### src/rtl/mem_arbiter_pkg.sv
// Shared types for the SRAM time-slot arbiter: slot identifiers, debug state codes, write-strobe window.
// Pure declarations; no latency and no backpressure.
package mem_arbiter_pkg;

  localparam int CNT_W = 5;

  typedef enum logic {
    SLOT_CPU = 1'b0,
    SLOT_SPI = 1'b1
  } slot_t;

  localparam logic [1:0] ST_IDLE     = 2'd0;
  localparam logic [1:0] ST_CPU      = 2'd1;
  localparam logic [1:0] ST_SPI      = 2'd2;
  localparam logic [1:0] ST_SPI_IDLE = 2'd3;

  // Write strobe excludes the first and last cycle of a slot for address setup and hold.
  function automatic logic in_we_window(input logic [CNT_W-1:0] cnt, input int slot_cycles);
    return (int'(cnt) >= 1) && (int'(cnt) <= slot_cycles - 2);
  endfunction

endpackage

### src/rtl/mem_arbiter_slot_timer.sv
// Slot cycle counter with CPU/SPI slot toggle; flags describe the cycle about to start.
// Free running, no backpressure; flags are combinational from the current count.
module slot_timer
  import mem_arbiter_pkg::*;
#(
  parameter int SLOT_CYCLES = 8
) (
  input  logic  clk,
  input  logic  reset,
  output slot_t slot,
  output logic  last,
  output slot_t nxt_slot,
  output logic  nxt_first,
  output logic  nxt_last,
  output logic  nxt_we
);

  localparam logic [CNT_W-1:0] LAST_CNT = CNT_W'(SLOT_CYCLES - 1);

  logic [CNT_W-1:0] cnt;
  logic [CNT_W-1:0] cnt_nxt;

  always_comb begin
    last     = (cnt == LAST_CNT);
    cnt_nxt  = last ? '0 : cnt + 1'b1;
    nxt_slot = slot;
    if (last) begin
      nxt_slot = (slot == SLOT_CPU) ? SLOT_SPI : SLOT_CPU;
    end
    nxt_first = (cnt_nxt == '0);
    nxt_last  = (cnt_nxt == LAST_CNT);
    nxt_we    = in_we_window(cnt_nxt, SLOT_CYCLES);
  end

  always_ff @(posedge clk) begin
    if (reset) begin
      cnt  <= '0;
      slot <= SLOT_CPU;
    end else begin
      cnt  <= cnt_nxt;
      slot <= nxt_slot;
    end
  end

endmodule

### src/rtl/mem_arbiter.sv
// Shares the SRAM bus between CPU and SPI bridge in fixed CPU/SPI slots; all outputs registered.
// CPU is never stalled; one bridge transfer per valid assertion, done pulses on the next CPU slot's first cycle.
module mem_arbiter
  import mem_arbiter_pkg::*;
#(
  parameter int SLOT_CYCLES = 8,
  parameter int ADDR_WIDTH  = 17
) (
  input  logic                  clk_sys_i,
  input  logic                  reset_i,
  input  logic [ADDR_WIDTH-1:0] cpu_addr_i,
  input  logic [7:0]            cpu_data_i,
  input  logic                  cpu_rw_ni,
  output logic                  cpu_clk_en_o,
  input  logic [ADDR_WIDTH-1:0] spi_addr_i,
  input  logic [7:0]            spi_data_i,
  input  logic                  spi_rw_ni,
  input  logic                  spi_valid_i,
  output logic                  spi_done_o,
  output logic [7:0]            spi_data_o,
  output logic [ADDR_WIDTH-1:0] ram_addr_o,
  output logic [7:0]            ram_data_o,
  input  logic [7:0]            ram_data_i,
  output logic                  ram_oe_no,
  output logic                  ram_we_no,
  output logic [1:0]            state_o
);

  slot_t slot;
  slot_t nxt_slot;
  logic  last;
  logic  nxt_first;
  logic  nxt_last;
  logic  nxt_we;

  slot_timer #(.SLOT_CYCLES(SLOT_CYCLES)) u_slot_timer (
    .clk       (clk_sys_i),
    .reset     (reset_i),
    .slot      (slot),
    .last      (last),
    .nxt_slot  (nxt_slot),
    .nxt_first (nxt_first),
    .nxt_last  (nxt_last),
    .nxt_we    (nxt_we)
  );

  logic                  grant, grant_nxt;
  logic                  served, served_nxt;
  logic [ADDR_WIDTH-1:0] lat_addr, lat_addr_nxt;
  logic [7:0]            lat_data, lat_data_nxt;
  logic                  lat_rw, lat_rw_nxt;
  logic [ADDR_WIDTH-1:0] addr_nxt;
  logic [7:0]            wdat_nxt;
  logic [7:0]            rdat_nxt;
  logic                  oe_nxt;
  logic                  we_nxt;
  logic                  clk_en_nxt;
  logic                  done_nxt;
  logic [1:0]            state_nxt;

  // Outputs are computed for the cycle about to start, so strobes line up with the slot count.
  always_comb begin
    grant_nxt    = grant;
    lat_addr_nxt = lat_addr;
    lat_data_nxt = lat_data;
    lat_rw_nxt   = lat_rw;
    addr_nxt     = ram_addr_o;
    wdat_nxt     = ram_data_o;
    oe_nxt       = 1'b1;
    we_nxt       = 1'b1;
    clk_en_nxt   = 1'b0;
    state_nxt    = ST_SPI_IDLE;

    done_nxt   = (slot == SLOT_SPI) && last && grant;
    rdat_nxt   = (done_nxt && lat_rw) ? ram_data_i : spi_data_o;
    served_nxt = spi_valid_i && (served || done_nxt);

    if (nxt_slot == SLOT_CPU) begin
      grant_nxt  = 1'b0;
      state_nxt  = ST_CPU;
      addr_nxt   = cpu_addr_i;
      wdat_nxt   = cpu_data_i;
      oe_nxt     = ~cpu_rw_ni;
      we_nxt     = ~(~cpu_rw_ni && nxt_we);
      clk_en_nxt = nxt_last;
    end else begin
      if (nxt_first) begin
        grant_nxt = spi_valid_i && !served;
        if (grant_nxt) begin
          lat_addr_nxt = spi_addr_i;
          lat_data_nxt = spi_data_i;
          lat_rw_nxt   = spi_rw_ni;
        end
      end
      if (grant_nxt) begin
        state_nxt = ST_SPI;
        addr_nxt  = lat_addr_nxt;
        wdat_nxt  = lat_data_nxt;
        oe_nxt    = ~lat_rw_nxt;
        we_nxt    = ~(~lat_rw_nxt && nxt_we);
      end
    end
  end

  always_ff @(posedge clk_sys_i) begin
    if (reset_i) begin
      grant        <= 1'b0;
      served       <= 1'b0;
      lat_addr     <= '0;
      lat_data     <= '0;
      lat_rw       <= 1'b1;
      cpu_clk_en_o <= 1'b0;
      spi_done_o   <= 1'b0;
      spi_data_o   <= '0;
      ram_addr_o   <= '0;
      ram_data_o   <= '0;
      ram_oe_no    <= 1'b1;
      ram_we_no    <= 1'b1;
      state_o      <= ST_IDLE;
    end else begin
      grant        <= grant_nxt;
      served       <= served_nxt;
      lat_addr     <= lat_addr_nxt;
      lat_data     <= lat_data_nxt;
      lat_rw       <= lat_rw_nxt;
      cpu_clk_en_o <= clk_en_nxt;
      spi_done_o   <= done_nxt;
      spi_data_o   <= rdat_nxt;
      ram_addr_o   <= addr_nxt;
      ram_data_o   <= wdat_nxt;
      ram_oe_no    <= oe_nxt;
      ram_we_no    <= we_nxt;
      state_o      <= state_nxt;
    end
  end

endmodule

### config.mk
export PLATFORM = sky130hd
export DESIGN_NAME = mem_arbiter
export DESIGN_NICKNAME = d
export VERILOG_FILES = /design/src/rtl/mem_arbiter_pkg.sv /design/src/rtl/mem_arbiter_slot_timer.sv /design/src/rtl/mem_arbiter.sv
export SDC_FILE = /design/constraint.sdc
export NUM_CORES = 1
export LEC_CHECK = 0
export CORE_ASPECT_RATIO = 2
export CORE_MARGIN = 8
export CORE_UTILIZATION = 46
export DETAILED_ROUTE_END_ITERATION = 6
export GPL_TIMING_DRIVEN = 1
export HOLD_SLACK_MARGIN = 0.15
export PLACE_DENSITY = 0.78
export SLEW_MARGIN = 20
export SYNTH_ARGS = -nofsm -noshare
export SYNTH_HDL_FRONTEND = slang
export SYNTH_SLANG_ARGS = --single-unit
### constraint.sdc
create_clock -name clk_sys_i -period 2.8 [get_ports clk_sys_i]
set_clock_uncertainty 0.15 [all_clocks]
set_input_delay 0.42 -clock clk_sys_i [delete_from_list [all_inputs] [get_ports clk_sys_i]]
set_output_delay 0.42 -clock clk_sys_i [all_outputs]
set_load 0.005 [all_outputs]
==> metrics <==
status=complete, no violations; Main synth FF type=dfxtp_1; RSZ-0062 raised after global routing=false; power per cell area=542 nW/um^2; Hold Crit Class=flip-flop to flip-flop; average size of a mapped cell=8.99 sq um; vias per inst=between 5 and 6; I/O pins=around 100; setup bufs post-CTS=0; post_cts resized=0; clock sinks=between 70 and 80; largest area contributor in the netlist=dfxtp_1; Synth cell types=39; Setup TNS=0 ns; IO buf count=approximately 100; Final setup viols=0; total gr overflow=0; die area=a little over 10000 sq um; clock root cell=clkbuf_16; # nets final=518; Num CTS Buffers=9; Inst Count DP=528; Final Core Density=between 60% and 70%; Yosys top cell area share=a little under half; Critical Path Sink Type=flip-flop; row count=43; DR vias=between 2000 and 3000; crit path DAT=between 2 and 3 ns; worst hold slack=~0.3 ns; Horiz. Die Dim=75.1 um; share of cells above drive strength 1=between 10% and 20%; vias in the first global route=approximately 2900; core area=about 6800 sq um; # Max-Cap Violations=0; number of nets with antenna violations after routing=0; EDFF count, synth=0; Filler Cells Inserted=between 500 and 600; gpl congestion=0.827; initial antenna violation count=0; Pleak=1.64 nW; Required @ worst endpoint=~2.8 ns; TritonCTS clock tree=done; Skew-Pair Late Insertion Delay=around 0.33 ns; Iteration-0 DRC Markers=between 200 and 300; Crit Path Class=flip-flop to flip-flop; ys async rst share=0%; Total GRT Usage=a little under a fifth; clk slew on worst S/H paths=0.05 ns; #FFs+latches synth=73; worst rel slew slack=61.2%; # DRC=0; post-DP HPWL=a little over 6 mm; syn nets=426; Final Hold Fails=0; final period utilization=roughly 90%; Post-Syn Area=about 3200 sq um; Tmin final=about 2.5 ns; area growth from synthesis to layout=41.5%; sequential share of the synthesized area=roughly 46%; CTS hold repair buffers=0; synth top area cells=dfxtp_1 46%, o221ai_1 6.6%, nand2_1 6.2%; fin cells=544; Max VDD drop=0.424 mV; final slew viol count=0; CP Launch Type=flip-flop; Cells after Synth=~360; Max FO, Critical Path=15; synth warn=0; drt wl/cell=roughly 16 um; Worst-Margin Slew=between 0.5 and 0.6 ns; die height=134 um; final wirelength=between 8 and 9 mm; n_diodes=0; H-tree depth=3; starting density of the core=between 40% and 50%; drt first pass iters=4; first-pass GRT wire length=approximately 14 mm; Max Freq=between 300 and 400 MHz; largest net degree at the start of global routing=28; clock tree buffer depth=2
## worst paths after layout
kind,depth (start not counted),slack [ns],endpoint,start
max,7,0.28,lat_addr[11]$_SDFFE_PP0N_,u_slot_timer.cnt[0]$_SDFF_PP0_
min,2,0.30,lat_data[3]$_SDFFE_PP0N_,lat_data[3]$_SDFFE_PP0N_
min reg2reg,2,0.30,lat_data[3]$_SDFFE_PP0N_,lat_data[3]$_SDFFE_PP0N_
max reg2reg,7,0.28,lat_addr[11]$_SDFFE_PP0N_,u_slot_timer.cnt[0]$_SDFF_PP0_
## power by group
part / internal [mW] / leakage [nW] / total (mW) / switching, mW
logic: 0.156 / 0.898 / 0.258 / 0.101
registers: 1.07 / 0.596 / 1.09 / 0.0192
clock network: 0.711 / 0.144 / 1.12 / 0.405
## per-stage QoR
stage	worst slack [ns]	power [mW]	instance area, sq um
after CTS	0.336	2.48	4540
after global placement	0.390	1.36	4250
final	0.284	2.46	4540
after floorplan	0.463	1.20	3210
after global routing	0.128	2.55	4540
after detailed placement	0.370	1.37	4250
## logic make-up (layout without fill, tap and decap cells)
family | count (synthesis) | count (layout) | share of synthesized area [%]
AND/OR/NAND/NOR | 146 | 146 | 22.7
AO/OA/AOI/OAI | 85 | 85 | 18.4
flip-flops | 73 | 73 | 45.6
buffers and inverters | 32 | 129 | 6.16
multiplexers | 12 | 12 | 3.74
adder cells (fa/ha/maj) | 6 | 6 | 2.34
XOR/XNOR | 3 | 3 | 1.05
## cell usage after synthesis, types with 4 or more instances
library cell / number
o221ai_1: 24
nor3_1: 27
nor2b_1: 4
clkbuf_1: 10
buf_6: 4
nand2_1: 53
o21ai_1: 23
mux2i_1: 12
nor2_1: 17
nand3_2: 11
dfxtp_1: 73
ha_1: 6
a21oi_2: 10
a21oi_1: 18
buf_2: 10
nand3_1: 21
## cell usage in the layout (no fill, tap or decap), drive strengths merged
| cell | instances |
|---|---|
| a21boi | 1 |
| a21oi | 28 |
| a31o | 1 |
| a32o | 1 |
| a32oi | 1 |
| and2 | 3 |
| and3 | 3 |
| buf | 10 |
| bufinv | 1 |
| clkbuf | 13 |
| clkdlybuf4s50 | 100 |
| clkinv | 2 |
| dfxtp | 73 |
| ha | 6 |
| inv | 3 |
| mux2i | 12 |
| nand2 | 54 |
| nand2b | 3 |
| nand3 | 32 |
| nand4b | 1 |
| nor2 | 17 |
| nor2b | 4 |
| nor3 | 27 |
| nor3b | 2 |
| o211a | 1 |
| o21ai | 27 |
| o221ai | 24 |
| o31ai | 1 |
| xnor2 | 3 |
## worst max-delay path, cell delays in order, from the launching register on
cell	delay, ns
dfxtp_1	0.48
ha_1	0.36
and3_1	0.27
ha_1	0.39
nand3_2	0.34
buf_12	0.26
nand2_1	0.08
a21oi_2	0.05
## flip-flops by register name (all words and copies together), names as in the netlist
register,flops
cpu_clk_en_o,1
grant,1
lat_addr,17
lat_data,8
lat_rw,1
ram_addr_o,17
ram_data_o,8
ram_oe_no,1
ram_we_no,1
served,1
spi_data_o,8
spi_done_o,1
state_o,2
u_slot_timer.cnt,5
u_slot_timer.slot,1
## layer usage
| metal | wire, um | track usage, % |
|---|---|---|
| met1 | 3990 | 23.2 |
| met2 | 3950 | 26.2 |
| met5 | 0 | 0 |
| met3 | 782 | 6.81 |
| met4 | 165 | 7.69 |
## cell type report
type	instances	area (sq um)	area share (%)
Multi-Input combinational cell	252	1550	34.2
Inverter	3	11.3	0.248
Clock inverter	3	40.0	0.882
Tap cell	90	113	2.48
Sequential cell	73	1460	32.2
Timing Repair Buffer	110	1110	24.5
Clock buffer	13	250	5.51
Power figures use the tool's default switching activity.
